File: config.mk
export PLATFORM = sky130hd
export DESIGN_NAME = mem_stage_flat
export DESIGN_NICKNAME = d
export VERILOG_FILES = /design/src/rtl/mem_stage_pkg.sv /design/src/rtl/mem_stage_if.sv /design/src/rtl/mem_stage_lsu_align.sv /design/src/rtl/mem_stage.sv /design/src/flat_wrapper.sv
export SDC_FILE = /design/constraint.sdc
export NUM_CORES = 1
export LEC_CHECK = 0
export CORE_MARGIN = 1
export CORE_UTILIZATION = 40
export DETAILED_ROUTE_END_ITERATION = 8
export DONT_BUFFER_PORTS = 1
export PLACE_DENSITY = 0.66
export SYNTH_ARGS = -nofsm -noshare
export SYNTH_HDL_FRONTEND = slang
export SYNTH_SLANG_ARGS = --single-unit
File: constraint.sdc
create_clock -name clk -period 4.4 [get_ports clk]
set_input_delay 0.88 -clock clk [delete_from_list [all_inputs] [get_ports clk]]
set_output_delay 0.88 -clock clk [all_outputs]
set_load 0.005 [all_outputs]
File: src/rtl/mem_stage_pkg.sv
// mem_stage_pkg: writeback-select and funct3 encodings, FSM states and the alignment helper
// shared by the memory stage. Rev 1.0
`default_nettype none

package mem_stage_pkg;

  localparam logic [2:0] WB_NONE        = 3'b000;
  localparam logic [2:0] WB_DATAMEM     = 3'b001;
  localparam logic [2:0] WB_RESULT      = 3'b010;
  localparam logic [2:0] WB_CSR_DATAOUT = 3'b011;

  localparam logic [2:0] F3_B  = 3'b000;
  localparam logic [2:0] F3_H  = 3'b001;
  localparam logic [2:0] F3_W  = 3'b010;
  localparam logic [2:0] F3_BU = 3'b100;
  localparam logic [2:0] F3_HU = 3'b101;

  typedef enum logic [0:0] {
    ST_IDLE = 1'b0,
    ST_WAIT = 1'b1
  } state_t;

  // funct3[1:0] carries the access size for both signed and unsigned loads
  function automatic logic is_misaligned(input logic [2:0] f3, input logic [1:0] off);
    logic mis;
    case (f3[1:0])
      2'b01:   mis = off[0];
      2'b10:   mis = (off != 2'b00);
      default: mis = 1'b0;
    endcase
    return mis;
  endfunction

endpackage

`default_nettype wire

File: src/rtl/mem_stage_if.sv
// mem_stage_if: data-memory request/response bus between the memory stage (master)
// and the data memory (slave). Rev 1.0
`default_nettype none

interface mem_stage_if;
  logic        req;
  logic        we;
  logic [31:0] addr;
  logic [3:0]  wstrb;
  logic [31:0] wdata;
  logic        ready;
  logic [31:0] rdata;

  modport master (output req, we, addr, wstrb, wdata, input ready, rdata);
  modport slave  (input req, we, addr, wstrb, wdata, output ready, rdata);
endinterface

`default_nettype wire

File: src/rtl/mem_stage_lsu_align.sv
// lsu_align: combinational store lane strobe/replication and load byte/half extraction
// with sign or zero extension. Rev 1.0
`default_nettype none

module lsu_align
  import mem_stage_pkg::*;
(
  input  logic [2:0]  st_funct3,
  input  logic [1:0]  st_off,
  input  logic [31:0] store_data,
  input  logic [2:0]  ld_funct3,
  input  logic [1:0]  ld_off,
  input  logic [31:0] rdata,
  output logic [3:0]  wstrb,
  output logic [31:0] wdata,
  output logic [31:0] load_data
);

  logic [31:0] shifted;

  always_comb begin
    wstrb = 4'b1111;
    wdata = store_data;
    case (st_funct3[1:0])
      2'b00: begin
        wstrb = 4'b0001 << st_off;
        wdata = {4{store_data[7:0]}};
      end
      2'b01: begin
        wstrb = 4'b0011 << st_off;
        wdata = {2{store_data[15:0]}};
      end
      default: begin
        wstrb = 4'b1111;
        wdata = store_data;
      end
    endcase
  end

  always_comb begin
    shifted   = rdata >> {ld_off, 3'b000};
    load_data = shifted;
    case (ld_funct3)
      F3_B:    load_data = {{24{shifted[7]}}, shifted[7:0]};
      F3_H:    load_data = {{16{shifted[15]}}, shifted[15:0]};
      F3_BU:   load_data = {24'h0, shifted[7:0]};
      F3_HU:   load_data = {16'h0, shifted[15:0]};
      default: load_data = shifted;
    endcase
  end

endmodule

`default_nettype wire

File: src/rtl/mem_stage.sv
// mem_stage: memory-access stage with MEM/WB register; issues byte-strobed data-memory
// requests, stalls upstream while memory is busy, aborts on timeout. Rev 1.0
`default_nettype none

module mem_stage
  import mem_stage_pkg::*;
#(
  parameter int TIMEOUT = 255
) (
  input  logic        clk,
  input  logic        rst_n,
  input  logic        ex_valid,
  input  logic        ex_mem_read,
  input  logic        ex_mem_write,
  input  logic [2:0]  ex_funct3,
  input  logic [2:0]  ex_wb_src,
  input  logic [4:0]  ex_rd,
  input  logic [31:0] ex_result,
  input  logic [31:0] ex_store_data,
  input  logic [31:0] ex_csr_dataout,
  output logic        mem_stall,
  mem_stage_if.master dmem,
  output logic [2:0]  wb_src,
  output logic [4:0]  rd,
  output logic [31:0] result,
  output logic [31:0] csr_dataout,
  output logic [31:0] dmem_dataout,
  output logic        misalign,
  output logic        bus_err
);

  localparam int CW = (TIMEOUT > 0) ? $clog2(TIMEOUT + 1) : 1;
  localparam logic [CW-1:0] CNT_LAST = CW'(TIMEOUT - 1);

  state_t        state, state_next;
  logic [CW-1:0] wait_cnt;
  logic [31:0]   addr_q, wdata_q;
  logic [3:0]    wstrb_q;
  logic          we_q;
  logic [2:0]    funct3_q;
  logic [1:0]    off_q;

  logic [3:0]    st_wstrb;
  logic [31:0]   st_wdata, ld_data;
  logic          is_mem, misal, timeout_hit, accept, misal_next, berr_next;
  logic [2:0]    wb_src_next;
  logic [31:0]   dataout_next;

  assign is_mem      = ex_valid && (ex_mem_read || ex_mem_write);
  assign misal       = is_mem && is_misaligned(ex_funct3, ex_result[1:0]);
  assign timeout_hit = (TIMEOUT > 0) && (wait_cnt == CNT_LAST);

  lsu_align u_align (
    .st_funct3  (ex_funct3),
    .st_off     (ex_result[1:0]),
    .store_data (ex_store_data),
    .ld_funct3  (funct3_q),
    .ld_off     (off_q),
    .rdata      (dmem.rdata),
    .wstrb      (st_wstrb),
    .wdata      (st_wdata),
    .load_data  (ld_data)
  );

  assign dmem.req   = (state == ST_WAIT);
  assign dmem.we    = we_q;
  assign dmem.addr  = addr_q;
  assign dmem.wstrb = wstrb_q;
  assign dmem.wdata = wdata_q;

  // MEM/WB loads every cycle; anything that is not a retiring instruction becomes a bubble
  always_comb begin
    state_next   = state;
    mem_stall    = 1'b0;
    accept       = 1'b0;
    wb_src_next  = WB_NONE;
    dataout_next = '0;
    misal_next   = 1'b0;
    berr_next    = 1'b0;
    case (state)
      ST_IDLE: begin
        if (misal) begin
          misal_next = 1'b1;
        end else if (is_mem) begin
          mem_stall  = 1'b1;
          accept     = 1'b1;
          state_next = ST_WAIT;
        end else if (ex_valid) begin
          wb_src_next = ex_wb_src;
        end
      end
      ST_WAIT: begin
        if (dmem.ready) begin
          state_next   = ST_IDLE;
          wb_src_next  = we_q ? WB_NONE : ex_wb_src;
          dataout_next = we_q ? 32'h0 : ld_data;
        end else if (timeout_hit) begin
          state_next = ST_IDLE;
          berr_next  = 1'b1;
        end else begin
          mem_stall = 1'b1;
        end
      end
      default: state_next = ST_IDLE;
    endcase
  end

  always_ff @(posedge clk) begin
    if (!rst_n) begin
      state <= ST_IDLE;
    end else begin
      state <= state_next;
    end
  end

  always_ff @(posedge clk) begin
    if (!rst_n) begin
      wait_cnt <= '0;
    end else if (state == ST_WAIT && !dmem.ready && !timeout_hit) begin
      wait_cnt <= wait_cnt + 1'b1;
    end else begin
      wait_cnt <= '0;
    end
  end

  always_ff @(posedge clk) begin
    if (!rst_n) begin
      addr_q   <= '0;
      wdata_q  <= '0;
      wstrb_q  <= '0;
      we_q     <= 1'b0;
      funct3_q <= '0;
      off_q    <= '0;
    end else if (accept) begin
      addr_q   <= {ex_result[31:2], 2'b00};
      wdata_q  <= st_wdata;
      wstrb_q  <= st_wstrb;
      we_q     <= ex_mem_write;
      funct3_q <= ex_funct3;
      off_q    <= ex_result[1:0];
    end
  end

  always_ff @(posedge clk) begin
    if (!rst_n) begin
      wb_src       <= WB_NONE;
      rd           <= '0;
      result       <= '0;
      csr_dataout  <= '0;
      dmem_dataout <= '0;
      misalign     <= 1'b0;
      bus_err      <= 1'b0;
    end else begin
      wb_src       <= wb_src_next;
      rd           <= ex_rd;
      result       <= ex_result;
      csr_dataout  <= ex_csr_dataout;
      dmem_dataout <= dataout_next;
      misalign     <= misal_next;
      bus_err      <= berr_next;
    end
  end

endmodule

`default_nettype wire

File: src/flat_wrapper.sv
// flat-port wrapper written by rule: the top's interface ports become plain ports
module mem_stage_flat import mem_stage_pkg::*;
#(
  parameter int TIMEOUT = 255
)
  (clk, rst_n, ex_valid, ex_mem_read, ex_mem_write, ex_funct3, ex_wb_src, ex_rd, ex_result, ex_store_data, ex_csr_dataout, mem_stall, wb_src, rd, result, csr_dataout, dmem_dataout, misalign, bus_err, dmem_req, dmem_we, dmem_addr, dmem_wstrb, dmem_wdata, dmem_ready, dmem_rdata);
  mem_stage_if dmem_i ();
  input  logic clk;
  input  logic rst_n;
  input  logic ex_valid;
  input  logic ex_mem_read;
  input  logic ex_mem_write;
  input  logic [2:0] ex_funct3;
  input  logic [2:0] ex_wb_src;
  input  logic [4:0] ex_rd;
  input  logic [31:0] ex_result;
  input  logic [31:0] ex_store_data;
  input  logic [31:0] ex_csr_dataout;
  output logic mem_stall;
  output logic [2:0] wb_src;
  output logic [4:0] rd;
  output logic [31:0] result;
  output logic [31:0] csr_dataout;
  output logic [31:0] dmem_dataout;
  output logic misalign;
  output logic bus_err;
  output wire logic [$bits(dmem_i.req)-1:0] dmem_req;
  output wire logic [$bits(dmem_i.we)-1:0] dmem_we;
  output wire logic [$bits(dmem_i.addr)-1:0] dmem_addr;
  output wire logic [$bits(dmem_i.wstrb)-1:0] dmem_wstrb;
  output wire logic [$bits(dmem_i.wdata)-1:0] dmem_wdata;
  input wire logic [$bits(dmem_i.ready)-1:0] dmem_ready;
  input wire logic [$bits(dmem_i.rdata)-1:0] dmem_rdata;
  assign dmem_req = dmem_i.req;
  assign dmem_we = dmem_i.we;
  assign dmem_addr = dmem_i.addr;
  assign dmem_wstrb = dmem_i.wstrb;
  assign dmem_wdata = dmem_i.wdata;
  assign dmem_i.ready = dmem_ready;
  assign dmem_i.rdata = dmem_rdata;
  mem_stage #(.TIMEOUT(TIMEOUT)) u_core (.clk(clk), .rst_n(rst_n), .ex_valid(ex_valid), .ex_mem_read(ex_mem_read), .ex_mem_write(ex_mem_write), .ex_funct3(ex_funct3), .ex_wb_src(ex_wb_src), .ex_rd(ex_rd), .ex_result(ex_result), .ex_store_data(ex_store_data), .ex_csr_dataout(ex_csr_dataout), .mem_stall(mem_stall), .dmem(dmem_i), .wb_src(wb_src), .rd(rd), .result(result), .csr_dataout(csr_dataout), .dmem_dataout(dmem_dataout), .misalign(misalign), .bus_err(bus_err));
endmodule
==> flow_summary.ini, run 1 <==
[placed_design]
dpl_cell_area_sq_mm = 0.00691
gp_congestion = 0.900
place.port_buffers = 0
dp_hpwl_microns = 12800
placed_cells = 873

[route]
ant_nets = 0
vias = 4847
vias_per_cell = 5.36
firstDrtPassIters = 4
routed_wirelength_microns = 17600
drc = 0
drt_iter0_markers = 247
routedWlPerCell_microns = 19.4

[logic_synthesis]
synth-xor-area-share_pct = 0.770
synth.mux.area_fraction_pct = 8.52
synthesis.area_sq_mm = 0.00683
netlist_instances = 699
synth-simple-area-share_pct = 18.3
synth-edff-count = 0
yosys.area.top_type = dfxtp_1
yosysSeqAreaShare_pct = 54.8
synth.most_common_cell = dfxtp_1
synth-seq-cells = 187
synth_flop_cell = dfxtp_1
synth.avg_cell_area_sq_um = 9.77
netlist.area_leader.share_pct = 54.8
synth_compound_area_share_pct = 10.9
yosys-top-cells-count = 187 x dfxtp_1, 119 x nand2_1, 57 x mux2i_1
yosys_warnings = 0
synth_fa_ha_area_share_pct = 1.10
synth_top_family_by_area = simple AND/OR/NAND/NOR gates
async_flop_share_pct = 0
synth_cell_types = 45
synth_area_leaders = dfxtp_1 55%, mux2i_1 8.4%, nand2_1 6.5%, and2_1 4.2%, a32oi_1 2.1%

[outcome]
status = complete, no violations

[power_and_ir_drop]
p_clk_share_pct = 43.7
pwr-share-comb_pct = 6.6
swShare_pct = 23.3
intPower_mw = 2.88
cellPowerDensity_mw_per_mm2 = 498
power_mw = 3.76
power_frac_seq_pct = 49.7
irDropWorstVdd_mv = 0.298
p_sw_mw = 0.876
p_leak_nw = 3.41

[hold_path]
holdPathEnd = u_core.dmem.wdata[8]
hold_path_class = reg -> reg
worst_hold_path.num_cells = 2
hold_start = u_core.dmem.wdata[8]

[clocking]
root_buffer = clkbuf_16
cts_hold_buf = 0
clk_latency_ns = 0.41
cts_buffers = 17
clk_pin_slew_ns = 0.07
cts_tree = done
postCtsSetupRepairBufs = 0
cts.sinks = 187
ctsResizeCount = 0
htree_levels = 4
clockBufferDepth = 2

[grt]
grt_max_degree = 160
antenna_found_initial = 0
grt_pass1_wl_microns = 26900
grt_pass1_vias = 4935
gr-total-overflow = 0
grt_use_total_pct = 19.8

[setup_path]
crit_start = ex_funct3[1]
rr_worst_depth = 5
startpoint_type = primary input
arrival_ns = 2.41
required_ns = 3.52
r2r_start = u_core.off_q[0]
r2r-end = u_core.dmem_dataout[11]
r2r_setup_slack_ns = 2.20
end_kind = output pin
path_class = in -> out
critPathMaxFanout = 28

[floorplanning]
fp.dieH_microns = 133
dieWidth_microns = 133
num_io_pins = 322
start_util_pct = 41.0
design.core.area_sq_mm = 0.0166
dieArea_sq_mm = 0.0176
num_rows = 47

[timing]
fin_worst_skew_ns = 0.00899
period_needed_ns = 3.29
tightestPinTransition_ns = 1.02
grt_setup_unrepaired = false
finalMaxSlewViolations = 0
fmax_mhz = 304
post-route-period-util_pct = 74.8
hold_viol = 0
finalSetupViolCount = 0
slew_headroom_pct = 31.5
setup_tns_ns = 0

[finish]
area_delta_synth_final_pct = 10.6
fin_area_sq_mm = 0.00755
n_fill_cell = 1561
fin_cells = 904
n_antenna_cell = 0
drive_above_1_share_pct = 7.46
fin_nets = 823

[job]
maxCapViolCount = 0
==> final cells by class <==
type / count / area, sq um / area share (%)
timing repair buffer: 5 / 37.5 / 0.497
clock inverter: 12 / 181 / 2.40
tap: 220 / 275 / 3.65
sequential: 187 / 3740 / 49.6
clock buffer: 19 / 453 / 6.00
inverter: 36 / 135 / 1.79
multi-input combinational: 425 / 2720 / 36.1
==> sequential cells by signal, indices dropped and copies added (netlist names) <==
register	flops
u_core.bus_err	1
u_core.dmem.addr	30
u_core.dmem.wstrb	4
u_core.rd	5
u_core.csr_dataout	32
u_core.off_q	2
u_core.dmem_dataout	32
u_core.misalign	1
u_core.dmem.we	1
u_core.wb_src	3
u_core.dmem.req	1
u_core.wait_cnt	8
u_core.funct3_q	3
u_core.dmem.wdata	32
u_core.result	32
==> kinds of logic (layout without fill, tap and decap cells) <==
group,count (synthesis),count (layout)
AO/OA/AOI/OAI,103,103
other,1,2
XOR/XNOR,6,6
AND/OR/NAND/NOR,250,250
flip-flops,187,187
adder cells (fa/ha/maj),6,6
multiplexers,58,58
buffers and inverters,88,72
==> worst max-delay path, stage by stage <==
cell     delay, ns
inv_1         0.07
ha_1          0.30
o21ai_1       0.16
a21bo_1       0.71
a32o_1        0.29
==> worst max-delay path by stage <==
stage | to | slack, ns | cells past startpoint
2_1_floorplan | mem_stall | 1.31 | 6
3_3_place_gp | u_core.dmem.addr[8] | 1.06 | 6
3_5_place_dp | u_core.dmem.addr[8] | 0.96 | 6
4_1_cts | mem_stall | 1.14 | 5
5_1_grt | mem_stall | 1.01 | 5
6_report | mem_stall | 1.11 | 5
==> power groups by stage <==
stage / Clock [mW] / Sequential, mW / Combinational (mW)
after floorplan: 0 / 1.88 / 0.228
after global placement: 0 / 1.91 / 0.238
after detailed placement: 0 / 1.91 / 0.250
after CTS: 1.68 / 1.87 / 0.250
after global routing: 1.76 / 1.88 / 0.279
final: 1.64 / 1.87 / 0.249
==> cell usage in the layout (no fill, tap or decap), drive strengths merged, types with 14 or more instances in the layout <==
cell    Yosys  routed
a211oi     14      14
inv        36      41
and2       46      46
a21oi      16      16
mux2i      57      57
o21ai      30      30
clkbuf     30      19
a32oi      16      16
nand4      18      18
dfxtp     187     187
nor2       21      21
nand2     119     119
==> per-layer routing <==
layer / vias to the layer above / global-route usage, % / wire [microns] / part of all wire (%)
met2: 245 / 32.7 / 8450 / 48
met1: 2273 / 21.8 / 6720 / 38
met3: 43 / 8.20 / 1770 / 10
met4: 0 / 10.6 / 635 / 3.6
li1: 2286 / - / - / -
met5: - / 0 / 0 / 0
==> per-stage QoR <==
step	utilization (%)	hold slack (ns)	setup slack, ns
after CTS	45.4	0.477	1.14
after floorplan	-	0.442	1.31
after global placement	41.5	0.455	1.06
after detailed placement	41.5	0.465	0.962
final	45.4	0.477	1.11
after global routing	45.4	0.487	1.01
No activity file was read; power rests on OpenSTA's default activity.
==> run 2, diff against run 1 <==
Clock period 4.4 ns to 3.45 ns, I/O delays scaled along.
==> run 2 against run 1 <==
Compared with the run above: sequential share of layout area about the same; design area about the same; largest power group unchanged; wire length down 1.3%; critical path depth unchanged; global-route usage down 0.070 points; clock power up 20%; hold slack worse by 0.13 ns; count of clock-buffer cells in the layout up 2; non-clock buffer count up 4; via count up 0.31%; cell count up 0.44%; setup slack worse by 0.35 ns.
==> flow_summary.ini, run 2 (synthesis results as in run 1) <==
[outcome]
status = complete, no violations

[clocking]
ctsResizeCount = 0
cts_buffers = 17
clockBufferDepth = 2
cts_tree = done
clk_pin_slew_ns = 0.07
htree_levels = 4
cts.sinks = 187
cts_hold_buf = 0
postCtsSetupRepairBufs = 0
root_buffer = clkbuf_16
clk_latency_ns = 0.41

[grt]
gr-total-overflow = 0
grt_pass1_wl_microns = 27100
grt_pass1_vias = 4920
antenna_found_initial = 0
grt_use_total_pct = 19.8
grt_max_degree = 160

[floorplanning]
start_util_pct = 41.0
design.core.area_sq_mm = 0.0166
dieWidth_microns = 133
fp.dieH_microns = 133
dieArea_sq_mm = 0.0176
num_io_pins = 322
num_rows = 47

[placed_design]
gp_congestion = 0.928
dp_hpwl_microns = 12900
place.port_buffers = 0

[setup_path]
required_ns = 2.76
startpoint_type = primary input
critPathMaxFanout = 16
arrival_ns = 2.00
path_class = in -> out
end_kind = output pin

[power_and_ir_drop]
cellPowerDensity_mw_per_mm2 = 619
irDropWorstVdd_mv = 0.343
p_leak_nw = 3.41

[timing]
fin_worst_skew_ns = 0.0101
finalSetupViolCount = 0
holdWs_ns = 0.347
fmax_mhz = 371
setup_tns_ns = 0
post-route-period-util_pct = 78.1
finalMaxSlewViolations = 0
slew_headroom_pct = 49.5
grt_setup_unrepaired = false
period_needed_ns = 2.69
hold_viol = 0
tightestPinTransition_ns = 0.755

[route]
drt_iter0_markers = 242
drc = 0
firstDrtPassIters = 5
ant_nets = 0
vias_per_cell = 5.35
vias = 4862
routedWlPerCell_microns = 19.1
routed_wirelength_microns = 17300

[hold_path]
hold_path_class = in -> reg

[finish]
n_antenna_cell = 0
fin_nets = 827
drive_above_1_share_pct = 7.85
final_common_cell = dfxtp_1
area_delta_synth_final_pct = 10.5
layout_common_cells = 187 x dfxtp_1, 118 x nand2_1, 57 x mux2i_1, 46 x and2_1, 36 x inv_1

[job]
maxCapViolCount = 0
==> run 2: worst paths after layout <==
path | start | end | slack (ns) | cells after the start
worst min register to register | u_core.dmem.wdata[28] | u_core.dmem.wdata[28] | 0.47 | 2
worst max-delay path | ex_funct3[1] | mem_stall | 0.76 | 5
worst min-delay path | dmem_ready | u_core.bus_err | 0.35 | 1
worst max register to register | u_core.dmem.req | u_core.dmem_dataout[30] | 1.39 | 4
==> run 2: metrics by stage <==
step / cells / util (%) / setup slack (ns) / total power, mW / cell area [sq um]
floorplan: 700 / - / 0.743 / 2.68 / 6830
global placement: 877 / 41.7 / 0.835 / 2.73 / 6940
detailed placement: 877 / 41.7 / 0.770 / 2.75 / 6940
CTS: 908 / 45.3 / 0.763 / 4.72 / 7540
global route: 908 / 45.3 / 0.645 / 4.87 / 7540
finish: 908 / 45.3 / 0.756 / 4.67 / 7540
==> run 2: worst max-delay path, stage by stage <==
cell     delay [ns]
inv_1          0.12
ha_1           0.36
o21ai_1        0.10
a21bo_1        0.38
a32o_1         0.35
==> run 2: power breakdown <==
group,internal [mW],total (mW),switching [mW]
Sequential,2.28,2.38,0.0958
Clock,1.14,1.97,0.830
Combinational,0.134,0.320,0.185
Total,3.55,4.67,1.11
==> run 2: final cells by class <==
| cell class | count | area (sq um) |
|---|---|---|
| inverters | 36 | 135 |
| clock inverters | 10 | 129 |
| repair buffers | 9 | 67.6 |
| flip-flops and latches | 187 | 3740 |
| clock buffers | 21 | 470 |
| fillers | 1554 | 9100 |
| multi-input cells | 425 | 2720 |
| well taps | 220 | 275 |
==> run 2: layer usage <==
metal | routed length [microns] | GRT usage [%]
met3 | 1640 | 7.51
met2 | 8770 | 34.0
met4 | 358 | 7.66
met5 | 0 | 0
met1 | 6580 | 22.0
==> run 3, diff against run 2 <==
Clock period 3.45 ns to 2.49 ns, I/O delays scaled along.
==> run 3 against run 2 <==
Compared with the run above: setup slack got worse by 0.34 ns; clock power is 45% higher; count of clock-buffer cells in the layout is 3 lower; flip-flop and latch count unchanged; die area is the same; wire length is 2.4% higher; combinational power up 43%; critical path depth shrank 2; first-iteration DRC count rose by 5.8%; hold slack lost 0.20 ns; largest cell class unchanged; largest power group unchanged.
==> flow_summary.ini, run 3 (synthesis results as in run 1) <==
[power_and_ir_drop]
cellPowerDensity_mw_per_mm2 = 869
p_leak_nw = 3.43
p_clk_share_pct = 43.1
irDropWorstVdd_mv = 0.469
pwr-share-comb_pct = 6.9
intPower_mw = 5.05
swShare_pct = 23.6
p_sw_mw = 1.56
power_frac_seq_pct = 49.9

[route]
firstDrtPassIters = 5
routed_wirelength_microns = 17800
vias_per_cell = 5.38
drc = 0
routedWlPerCell_microns = 19.5
ant_nets = 0
vias = 4898
drt_iter0_markers = 256

[setup_path]
required_ns = 1.99
critPathMaxFanout = 4
cp.depth = 3
crit_buf_inv = 0
r2r-end = u_core.dmem_dataout[23]
end_kind = output pin
startpoint_type = flop
crit_end = mem_stall
r2r_setup_slack_ns = 0.60
crit_path_top_delay_cell = dfxtp_1
path_class = reg -> out
crit_chain = and4_1 -> nand4_1 -> a32o_1
rr_worst_depth = 5
cpPeakStageDelay_ns = 0.39
arrival_ns = 1.57
crit_start = u_core.wait_cnt[3]
crit_family = simple AND/OR/NAND/NOR gates
r2r_start = u_core.off_q[0]

[grt]
grt_pass1_wl_microns = 27400
grt_use_total_pct = 20.1
grt_pass1_vias = 5090
gr-total-overflow = 0
grt_max_degree = 160
antenna_found_initial = 0

[clocking]
cts.sinks = 187
ctsResizeCount = 0
cts_tree = done
cts_buffers = 17
htree_levels = 4
clk_pin_slew_ns = 0.07
clk_latency_ns = 0.42
cts_hold_buf = 0
postCtsSetupRepairBufs = 0
clockBufferDepth = 2
root_buffer = clkbuf_16

[finish]
drive_above_1_share_pct = 8.12
n_antenna_cell = 0
fin_cells = 910
layout_common_cells = 187 x dfxtp_1, 118 x nand2_1, 57 x mux2i_1, 46 x and2_1, 36 x inv_1
n_fill_cell = 1577
area_delta_synth_final_pct = 11.4
final_common_cell = dfxtp_1
fin_nets = 829

[timing]
post-route-period-util_pct = 83.2
grt_setup_unrepaired = false
setup_tns_ns = 0
fmax_mhz = 483
period_needed_ns = 2.07
fin_worst_skew_ns = 0.00764
finalMaxSlewViolations = 0
hold_viol = 0
finalSetupViolCount = 0

[job]
maxCapViolCount = 0

[hold_path]
hold_path_class = in -> reg

[placed_design]
place.port_buffers = 0
placed_cells = 879
gp_congestion = 0.906
dp_hpwl_microns = 13000

[outcome]
status = complete, no violations

[floorplanning]
num_io_pins = 322
design.core.area_sq_mm = 0.0166
fp.dieH_microns = 133
num_rows = 47
dieWidth_microns = 133
start_util_pct = 41.0
dieArea_sq_mm = 0.0176
[run 3: changes by cell type in the layout (fill, tap and decap cells not counted)]
cell and delta:
clkinvlp_4 +2, bufinv_16 +2, clkinv_4 -2, buf_12 +2, inv_6 -2, clkinv_2 +2
inv_8 +1, clkbuf_8 -3
[run 3: cell type report]
| class | instances | area [sq um] | area share [%] |
|---|---|---|---|
| Timing Repair Buffer | 11 | 108 | 1.42 |
| Tap cell | 220 | 275 | 3.62 |
| Clock buffer | 18 | 429 | 5.65 |
| Inverter | 36 | 135 | 1.78 |
| Multi-Input combinational cell | 425 | 2720 | 35.8 |
| Clock inverter | 13 | 190 | 2.50 |
| Sequential cell | 187 | 3740 | 49.2 |
[run 3: routing by layer]
layer	up-vias	share of wire, %	track usage (%)
met1	2310	37	21.2
met2	255	50	34.5
met5	-	0	0
met4	0	3.7	11.0
li1	2290	-	-
met3	43	9.6	7.82
[run 3: how the worst min path moves through the flow]
stage	start	slack [ns]	cells past startpoint	to
3_3_place_gp	u_core.dmem.wdata[27]	0.45	2	u_core.dmem.wdata[27]
2_1_floorplan	u_core.dmem.wdata[10]	0.44	2	u_core.dmem.wdata[10]
5_1_grt	dmem_ready	0.12	1	u_core.bus_err
6_report	dmem_ready	0.15	1	u_core.bus_err
3_5_place_dp	u_core.dmem.wdata[15]	0.45	2	u_core.dmem.wdata[15]
4_1_cts	dmem_ready	0.12	1	u_core.bus_err
[run 3: power groups by stage]
stage	clock, mW	combinational, mW	sequential, mW
detailed placement	0	0.460	3.37
finish	2.85	0.457	3.30
global placement	0	0.436	3.36
CTS	2.93	0.461	3.30
floorplan	0	0.403	3.32
global route	3.04	0.510	3.31
[run 3: per-stage QoR]
step | utilization, % | instance area [sq um] | setup slack [ns] | power, mW | hold slack (ns)
after floorplan | - | 6830 | 0.167 | 3.72 | 0.442
after global placement | 42.0 | 6980 | 0.577 | 3.80 | 0.455
after detailed placement | 42.0 | 6980 | 0.467 | 3.83 | 0.455
after CTS | 45.7 | 7600 | 0.384 | 6.69 | 0.125
after global routing | 45.7 | 7600 | 0.285 | 6.87 | 0.120
final | 45.7 | 7600 | 0.419 | 6.60 | 0.148
